## config.mk

```make
export PLATFORM = sky130hd
export DESIGN_NAME = fft4_frame_sequencer_flat
export DESIGN_NICKNAME = d
export VERILOG_FILES = /design/src/rtl/fft4_frame_sequencer_if.sv /design/src/rtl/fft4_frame_sequencer.sv /design/src/flat_wrapper.sv
export SDC_FILE = /design/constraint.sdc
export NUM_CORES = 1
export LEC_CHECK = 0
export CORE_AREA = 2 2 289 262
export DETAILED_ROUTE_END_ITERATION = 8
export DIE_AREA = 0 0 291 264
export PLACE_DENSITY_LB_ADDON = 0.2
export SYNTH_ARGS = -nofsm -noshare
export SYNTH_HDL_FRONTEND = slang
export SYNTH_SLANG_ARGS = --single-unit
```

## constraint.sdc

```tcl
create_clock -name clk -period 17.4 [get_ports clk]
set_input_delay 3.48 -clock clk [delete_from_list [all_inputs] [get_ports clk]]
set_output_delay 3.48 -clock clk [all_outputs]
set_load 0.005 [all_outputs]
```

## src/rtl/fft4_frame_sequencer_if.sv

```systemverilog
`default_nettype none
// ============================================================================
// Module   : fft4_frame_sequencer_if
// Purpose  : Bundles the sample stream, the FFT core buses, the bin stream
//            and the frame counter of fft4_frame_sequencer.
// Modports : slave  - the sequencer itself
//            master - the surrounding system (sample source, core, sink)
// Signals  : flush, in_valid/in_ready/in_re/in_im      sample stream
//            core_re_x/core_im_x (to core), core_re_X/core_im_X (from core)
//            out_valid/out_ready/out_re/out_im/out_bin/out_last  bin stream
//            frame_idx                                  completed frames
// Revision : 1.0 - initial release
// ============================================================================
interface fft4_frame_sequencer_if;
  logic         flush;
  logic         in_valid;
  logic         in_ready;
  logic [31:0]  in_re;
  logic [31:0]  in_im;
  logic [127:0] core_re_x;
  logic [127:0] core_im_x;
  logic [127:0] core_re_X;
  logic [127:0] core_im_X;
  logic         out_valid;
  logic         out_ready;
  logic [31:0]  out_re;
  logic [31:0]  out_im;
  logic [1:0]   out_bin;
  logic         out_last;
  logic [15:0]  frame_idx;

  modport slave (
    input  flush, in_valid, in_re, in_im, core_re_X, core_im_X, out_ready,
    output in_ready, core_re_x, core_im_x, out_valid, out_re, out_im,
           out_bin, out_last, frame_idx
  );

  modport master (
    output flush, in_valid, in_re, in_im, core_re_X, core_im_X, out_ready,
    input  in_ready, core_re_x, core_im_x, out_valid, out_re, out_im,
           out_bin, out_last, frame_idx
  );
endinterface
`default_nettype wire

```

## src/rtl/fft4_frame_sequencer.sv

```systemverilog
`default_nettype none
// ============================================================================
// Module   : fft4_frame_sequencer
// Purpose  : Collects complex samples into 4-slot frames, holds each frame
//            on the combinational 4-point FFT core for CORE_LAT cycles,
//            captures the core results and streams bins X0..X3 out.
// Ports    : clk  - rising-edge clock
//            rst  - asynchronous active-high reset
//            bus  - fft4_frame_sequencer_if.slave (sample stream, core
//                   buses, bin stream, frame counter)
// Params   : CORE_LAT - core settle cycles, 1..15
// Config   : STFT_OVERLAP_EN - when defined, frames overlap by 50% (hop 2):
//            slots 2,3 are reused as slots 0,1 of the next frame.
//            Undefined: hop 4, every frame takes 4 fresh samples.
// Revision : 1.0 - initial release
// ============================================================================
module fft4_frame_sequencer #(
  parameter int CORE_LAT = 2
) (
  input  logic                          clk,
  input  logic                          rst,
  fft4_frame_sequencer_if.slave         bus
);

  typedef enum logic [1:0] {
    ST_FILL  = 2'd0,
    ST_WAIT  = 2'd1,
    ST_DRAIN = 2'd2
  } state_t;

  // Terminal count of the settle counter; capture happens when it is reached.
  localparam logic [3:0] LAT_LAST = 4'(CORE_LAT - 1);

  state_t      state;
  logic [1:0]  fill_cnt;
  logic [3:0]  lat_cnt;
  logic [1:0]  bin;
  logic [15:0] frame_cnt;
  logic        in_ready_q;
  logic        out_valid_q;
  logic        out_last_q;

  logic [31:0] frm_re [4];
  logic [31:0] frm_im [4];
  logic [31:0] res_re [4];
  logic [31:0] res_im [4];

  always_ff @(posedge clk or posedge rst) begin
    if (rst) begin
      state       <= ST_FILL;
      fill_cnt    <= 2'd0;
      lat_cnt     <= 4'd0;
      bin         <= 2'd0;
      frame_cnt   <= 16'd0;
      in_ready_q  <= 1'b1;
      out_valid_q <= 1'b0;
      out_last_q  <= 1'b0;
      for (int k = 0; k < 4; k++) begin
        frm_re[k] <= 32'd0;
        frm_im[k] <= 32'd0;
        res_re[k] <= 32'd0;
        res_im[k] <= 32'd0;
      end
    end else begin
      case (state)
        ST_FILL: begin
          // flush has priority: the sample offered in the same cycle is dropped
          if (bus.flush) begin
            fill_cnt <= 2'd0;
          end else if (bus.in_valid) begin
            frm_re[fill_cnt] <= bus.in_re;
            frm_im[fill_cnt] <= bus.in_im;
            fill_cnt         <= fill_cnt + 2'd1;
            if (fill_cnt == 2'd3) begin
              state      <= ST_WAIT;
              lat_cnt    <= 4'd0;
              in_ready_q <= 1'b0;
            end
          end
        end

        ST_WAIT: begin
          // Frame registers are frozen here, so the core path is multicycle.
          lat_cnt <= lat_cnt + 4'd1;
          if (lat_cnt == LAT_LAST) begin
            for (int k = 0; k < 4; k++) begin
              res_re[k] <= bus.core_re_X[32*k +: 32];
              res_im[k] <= bus.core_im_X[32*k +: 32];
            end
            bin         <= 2'd0;
            state       <= ST_DRAIN;
            out_valid_q <= 1'b1;
            out_last_q  <= 1'b0;
          end
        end

        ST_DRAIN: begin
          if (bus.out_ready) begin
            bin        <= bin + 2'd1;
            out_last_q <= (bin == 2'd2);
            if (bin == 2'd3) begin
              frame_cnt   <= frame_cnt + 16'd1;
              state       <= ST_FILL;
              in_ready_q  <= 1'b1;
              out_valid_q <= 1'b0;
              out_last_q  <= 1'b0;
`ifdef STFT_OVERLAP_EN
              // Hop 2: the newer half of this frame opens the next one.
              frm_re[0] <= frm_re[2];
              frm_im[0] <= frm_im[2];
              frm_re[1] <= frm_re[3];
              frm_im[1] <= frm_im[3];
              fill_cnt  <= 2'd2;
`else
              fill_cnt  <= 2'd0;
`endif
            end
          end
        end

        default: begin
          state       <= ST_FILL;
          fill_cnt    <= 2'd0;
          in_ready_q  <= 1'b1;
          out_valid_q <= 1'b0;
          out_last_q  <= 1'b0;
        end
      endcase
    end
  end

  assign bus.in_ready  = in_ready_q;
  assign bus.out_valid = out_valid_q;
  assign bus.out_last  = out_last_q;
  assign bus.out_bin   = bin;
  assign bus.out_re    = res_re[bin];
  assign bus.out_im    = res_im[bin];
  assign bus.frame_idx = frame_cnt;
  assign bus.core_re_x = {frm_re[3], frm_re[2], frm_re[1], frm_re[0]};
  assign bus.core_im_x = {frm_im[3], frm_im[2], frm_im[1], frm_im[0]};

endmodule
`default_nettype wire

```

## src/flat_wrapper.sv

```systemverilog
// flat-port wrapper written by rule: the top's interface ports become plain ports
module fft4_frame_sequencer_flat 
#(
  parameter int CORE_LAT = 2
)
  (clk, rst, bus_flush, bus_in_valid, bus_in_re, bus_in_im, bus_core_re_X, bus_core_im_X, bus_out_ready, bus_in_ready, bus_core_re_x, bus_core_im_x, bus_out_valid, bus_out_re, bus_out_im, bus_out_bin, bus_out_last, bus_frame_idx);
  fft4_frame_sequencer_if bus_i ();
  input  logic clk;
  input  logic rst;
  input wire logic [$bits(bus_i.flush)-1:0] bus_flush;
  input wire logic [$bits(bus_i.in_valid)-1:0] bus_in_valid;
  input wire logic [$bits(bus_i.in_re)-1:0] bus_in_re;
  input wire logic [$bits(bus_i.in_im)-1:0] bus_in_im;
  input wire logic [$bits(bus_i.core_re_X)-1:0] bus_core_re_X;
  input wire logic [$bits(bus_i.core_im_X)-1:0] bus_core_im_X;
  input wire logic [$bits(bus_i.out_ready)-1:0] bus_out_ready;
  output wire logic [$bits(bus_i.in_ready)-1:0] bus_in_ready;
  output wire logic [$bits(bus_i.core_re_x)-1:0] bus_core_re_x;
  output wire logic [$bits(bus_i.core_im_x)-1:0] bus_core_im_x;
  output wire logic [$bits(bus_i.out_valid)-1:0] bus_out_valid;
  output wire logic [$bits(bus_i.out_re)-1:0] bus_out_re;
  output wire logic [$bits(bus_i.out_im)-1:0] bus_out_im;
  output wire logic [$bits(bus_i.out_bin)-1:0] bus_out_bin;
  output wire logic [$bits(bus_i.out_last)-1:0] bus_out_last;
  output wire logic [$bits(bus_i.frame_idx)-1:0] bus_frame_idx;
  assign bus_i.flush = bus_flush;
  assign bus_i.in_valid = bus_in_valid;
  assign bus_i.in_re = bus_in_re;
  assign bus_i.in_im = bus_in_im;
  assign bus_i.core_re_X = bus_core_re_X;
  assign bus_i.core_im_X = bus_core_im_X;
  assign bus_i.out_ready = bus_out_ready;
  assign bus_in_ready = bus_i.in_ready;
  assign bus_core_re_x = bus_i.core_re_x;
  assign bus_core_im_x = bus_i.core_im_x;
  assign bus_out_valid = bus_i.out_valid;
  assign bus_out_re = bus_i.out_re;
  assign bus_out_im = bus_i.out_im;
  assign bus_out_bin = bus_i.out_bin;
  assign bus_out_last = bus_i.out_last;
  assign bus_frame_idx = bus_i.frame_idx;
  fft4_frame_sequencer #(.CORE_LAT(CORE_LAT)) u_core (.clk(clk), .rst(rst), .bus(bus_i));
endmodule
```

Yosys cells after proc, flatten, opt, wreduce, memory -nomap -nowiden:

Index checks and enable logic that the tools add are counted.

* register bits: 541
* latch bits: 0
* memory bits (writable): 0
* bits in read-only memories: 0
* bits of input ports: 325
* output and inout port bits: 341
* logic and storage cells: 104
* memories: 0

* $add $sub $neg: 4
* multiply operators: 0
* div/mod/pow operators: 0
* $lt $le $gt $ge: 3
* equality and inequality tests: 13
* shift-type cells: 0
* multiplexer cells: 41
* bitwise logic cells: 5
* reductions and logical operators: 14

Operators by type and width (number)
* bitwise mux 128 bit: 2
* two-way mux 32 bit: 5
* binary-select mux 32 bit (select 2 bit): 2
* demux 32 bit (select 2 bit): 1
* two-way mux 2 bit: 10
* adder 16 x 1 -> 16 bit, second input constant: 1
* two-way mux 4 bit: 3
* one-hot mux 2 bit (3 select lines): 2
* AND reduction 3 bit: 4
* AND reduction 4 bit: 3
* AND reduction 6 bit: 2
* two-way mux 1 bit: 11
* one-hot mux 1 bit (3 select lines): 3
* == test 2 bit, second input constant: 4
* one-hot mux 4 bit (2 select lines): 1
* greater-or-equal comparator 3 bit, second input constant: 2
* inequality test 2 x 1 -> 1 bit, second input constant: 3
* inequality test 2 bit, second input constant: 3
* inverter 2 -> 3 bit: 2
* adder 2 x 1 -> 2 bit, second input constant: 2
* adder 4 x 1 -> 4 bit, second input constant: 1
* == test 4 x 1 -> 1 bit, second input constant: 1
* one-hot mux 2 bit (2 select lines): 1
* nonzero test 2 bit: 2
* other kinds (7): 9

Longest topological paths before layout:

* depth after elaboration: 6
* depth in mapped cells: 7
* mapped depth without buffers: 6

Worst setup path after synthesis:

Ideal clock, no wire load.

* path kind: register to output
* from: register u_core.bin[0], in the netlist u_core.bus.out_bin[0]
* to: output bus_out_re[10]
* data arrival time: 1.666 ns
* required time: 13.920 ns
* slack: 12.254 ns
* cell stages (with the launch flop): 5
* buffers on the path: 3
* cells stage by stage: dfrtp_1 clkbuf_1 buf_2 buf_2 mux4_2

* cells in the longest elaborated chain, start to end: 4

Ends and longest elaborated chain
* start, declared: RTL line fft4_frame_sequencer.sv:37 `logic [1:0] bin;`
* start signal, assigned: RTL line fft4_frame_sequencer.sv:99 `bin <= bin + 2'd1;`
* inverter 2 -> 3 bit (implied by the code): RTL line fft4_frame_sequencer.sv:136 `assign bus.out_re = res_re[bin];`
* binary-select mux 32 bit (select 2 bit): RTL line fft4_frame_sequencer.sv:136
* two-way mux 32 bit (implied by the code) (2 in a row): RTL line fft4_frame_sequencer.sv:136
* end, declared: RTL line flat_wrapper.sv:21 `output wire logic [$bits(bus_i.out_re)-1:0] bus_out_re;`

No other way between the ends. The select of a mux whose other input is x is not followed.

Worst setup path after layout:

* from: register u_core.bin[0], in the netlist u_core.bus.out_bin[0]
* to: output bus_out_im[24]

* cells in the longest elaborated chain, start to end: 4

Ends and longest elaborated chain
* inverter 2 -> 3 bit (implied by the code): RTL line fft4_frame_sequencer.sv:137 `assign bus.out_im = res_im[bin];`
* binary-select mux 32 bit (select 2 bit): RTL line fft4_frame_sequencer.sv:137
* two-way mux 32 bit (implied by the code) (2 in a row): RTL line fft4_frame_sequencer.sv:137
* end, declared: RTL line flat_wrapper.sv:22 `output wire logic [$bits(bus_i.out_im)-1:0] bus_out_im;`

No other way between the ends. The select of a mux whose other input is x is not followed.

==> flow_summary.json <==
{
  "critical_path.startpoint_type": "flip-flop",
  "netlist_top_cells_count": "dfrtp_1, mux2_2, mux4_2, buf_2, buf_6",
  "final_nets": 2309,
  "antenna_found_initial": 18,
  "holdWs_ns": 0.470,
  "rsz0062_at_grt": "no",
  "routed_wl_um": 62300,
  "status": "finished, final reports clean",
  "crit_cells": 3,
  "crit_path_end_kind": "output pin",
  "p_per_area_mw_per_mm2": 179,
  "drive_gt1_share_pct": 34.7,
  "r2r-end": "u_core.res_re[39]",
  "worst_hold_path_type": "reg -> reg",
  "core_mm2": 0.0741,
  "holdCritStartpoint": "u_core.bus.frame_idx[15]",
  "drc": 0,
  "place.port_buffers": 665,
  "yosysMostFrequentCell": "dfrtp_1",
  "peakVddDrop_mv": 0.0805,
  "ys.flop_type": "dfrtp_1",
  "grt_start_max_net_pins": 163,
  "synthesis.area_mm2": 0.0220,
  "cp_top_family": "buffers and inverters",
  "syn_to_final_growth_pct": 43.7,
  "hold_violations": 0,
  "num_rows": 95,
  "drt-initial-drc-count": 509,
  "numCtsBuffers": 61,
  "holdPathStages": 1,
  "arrival_ns": 3.45,
  "setup_viol": 0,
  "ys_seq_area_share_pct": 61.5,
  "ys_ff_latch": 541,
  "syn_inst": 1305,
  "setup-tns-final_ns": 0,
  "clock_skew_ns": 0.0134,
  "clkSlewWorstSetupHoldPaths_ns": 0.06,
  "cts.sinks": 541,
  "period_minus_slack_ns": 6.93,
  "io_pins": 666,
  "max_slew.worst_pin.slew_ns": 1.17,
  "critical_path_peak_fanout": 38,
  "cts_resized": 0,
  "cts_tree": "done",
  "grt_pass1_wl_um": 94800,
  "h-tree-depth": 2,
  "gp_congestion": 0.789,
  "p_leak_nw": 13.3,
  "syn_nets": 1639,
  "fin_crit_sh_pct": 39.8,
  "async_reset_ff_share_pct": 100,
  "hpwl_um": 44000,
  "rrSetupSlack_ns": 14.29,
  "min_to": "u_core.bus.frame_idx[15]",
  "synth_edf_count": 0,
  "drv_slew": 0,
  "firstDrtPassIters": 4,
  "die_w_um": 291,
  "cts_buffer_depth": 3,
  "vias_per_cell": 4.55,
  "grt_pass1_vias": 15200,
  "clock.fmax_mhz": 144,
  "grt_overflow": 0,
  "cts-root-buf": "clkbuf_16",
  "yosysTopAreaCell": "dfrtp_1",
  "initial_core_util_pct": 29.7,
  "max_stage_delay_ns": 0.86,
  "clk_latency_ns": 0.61,
  "fp.dieArea_mm2": 0.0768,
  "r2r_start": "u_core.state[1]",
  "yosysUniqueCellTypes": 33,
  "die_y_um": 264,
  "cp_cell_sequence": "buf_4, mux4_2, clkdlybuf4s50_1",
  "r2r_cells": 4,
  "drtAntennaViolNets": 0,
  "worstSetupPathType": "reg -> out",
  "grt_use_total_pct": 16.0,
  "synth_top_cell_area_share_pct": 61.4,
  "vias": 13700,
  "avgSynthCellArea_um2": 16.9,
  "worst-path-buf-inv": 2,
  "wire_per_inst_um": 20.7,
  "crit_slowest_cell": "dfrtp_4",
  "netlist_top_cells_area": "dfrtp_1, mux2_2, mux4_2, buf_6, buf_2",
  "cap_viol_max_count": 0,
  "cts_setup_buffers": 0,
  "hold_buffers": 0,
  "relSlewSlack_pct": 21.8,
  "cp.required_ns": 13.92,
  "yosysWarnings": 0
}
-- sequential cells by signal, summed over array words and instances, names as in the netlist --
register,count
u_core.res_re,128
u_core.lat_cnt,4
u_core.res_im,128
u_core.bus.out_valid,1
u_core.bus.out_last,1
u_core.bus.out_bin,2
u_core.bus.frame_idx,16
u_core.fill_cnt,2
u_core.bus.in_ready,1
u_core.bus.core_re_x,128
u_core.bus.core_im_x,128
u_core.state,2
-- report_power, final --
group          total (mW)  leakage, nW  internal (mW)  switching, mW
clock network        1.31         1.04          0.792          0.523
registers            2.20         6.58           1.86          0.335
logic                2.14         5.68           1.46          0.679
total                5.66         13.3           4.12           1.54
-- worst max path at each step --
stage	slack [ns]	startpoint	end
2_1_floorplan	6.56	rst	u_core.bus.core_im_x[0]
3_3_place_gp	10.31	rst	u_core.bus.core_re_x[107]
3_5_place_dp	10.20	rst	u_core.bus.core_re_x[11]
4_1_cts	10.29	u_core.bus.out_bin[0]	bus_out_im[0]
5_1_grt	10.18	u_core.bus.out_bin[0]	bus_out_im[24]
6_report	10.47	u_core.bus.out_bin[0]	bus_out_im[24]
-- per-layer routing --
| metal | vias up | track usage [%] | share of wire (%) |
|---|---|---|---|
| met3 | 114 | 6.54 | 8.9 |
| met2 | 415 | 28.0 | 50 |
| met1 | 7012 | 18.1 | 38 |
| li1 | 6083 | - | - |
| met5 | - | 0 | 0.23 |
| met4 | 26 | 4.54 | 2.3 |
-- placed cells by master, fill, tap and decap left out, drive strengths merged, types with 2 or more instances in the layout --
master | Yosys | layout
nand2 | 19 | 19
nor2 | 11 | 11
xnor2 | 10 | 10
mux2 | 513 | 513
buf | 62 | 14
and4b | 2 | 2
clkinv | 0 | 10
clkinvlp | 0 | 2
clkbuf | 10 | 99
and3 | 6 | 6
bufinv | 0 | 2
nor3b | 2 | 2
diode | 0 | 5
a211oi | 2 | 2
and4 | 2 | 2
mux4 | 64 | 64
nand3 | 6 | 6
clkdlybuf4s50 | 0 | 665
inv | 7 | 9
nand4 | 4 | 4
xor2 | 8 | 8
o21ai | 11 | 11
a21oi | 7 | 7
and2 | 2 | 2
nor2b | 2 | 2
ha | 9 | 9
dfrtp | 540 | 540
-- metrics by stage --
step / instances / util, % / instance area, um^2 / power [mW] / setup slack (ns)
finish: 3002 / 42.7 / 31600 / 5.66 / 10.47
global route: 3000 / 42.7 / 31600 / 6.00 / 10.18
CTS: 2997 / 42.7 / 31600 / 5.75 / 10.29
detailed placement: 2882 / 39.9 / 29500 / 4.40 / 10.20
global placement: 2882 / 39.9 / 29500 / 4.35 / 10.31
floorplan: 1305 / - / 22000 / 3.11 / 6.56
-- kinds of logic after synthesis --
group / count (synthesis) / synth area share, %
mux: 577 / 32.8
flops: 541 / 61.5
buf+inv: 79 / 2.46
simple gates: 60 / 1.51
compound gates: 21 / 0.517
xor+xnor: 18 / 0.716
fa+ha+maj: 9 / 0.512
-- layout make-up --
type                    instances  area (um^2)
clock buffers                  99         1950
inverters                       7         30.0
fillers                      6725        42400
repair buffers                679         6770
well taps                     970         1210
clock inverters                16          144
multi-input cells             685         7970
diodes                          5         12.5
flip-flops and latches        541        13500
-- worst reg2reg max path, delay by kind of cell (launching register included) --
family | cells | cell delay (ns)
buffers and inverters | 1 | 0.95
multiplexers | 1 | 0.56
AND/OR/NAND/NOR | 2 | 0.79
flip-flops | 1 | 0.69
Note: power is estimated with default switching activity, not from simulation.
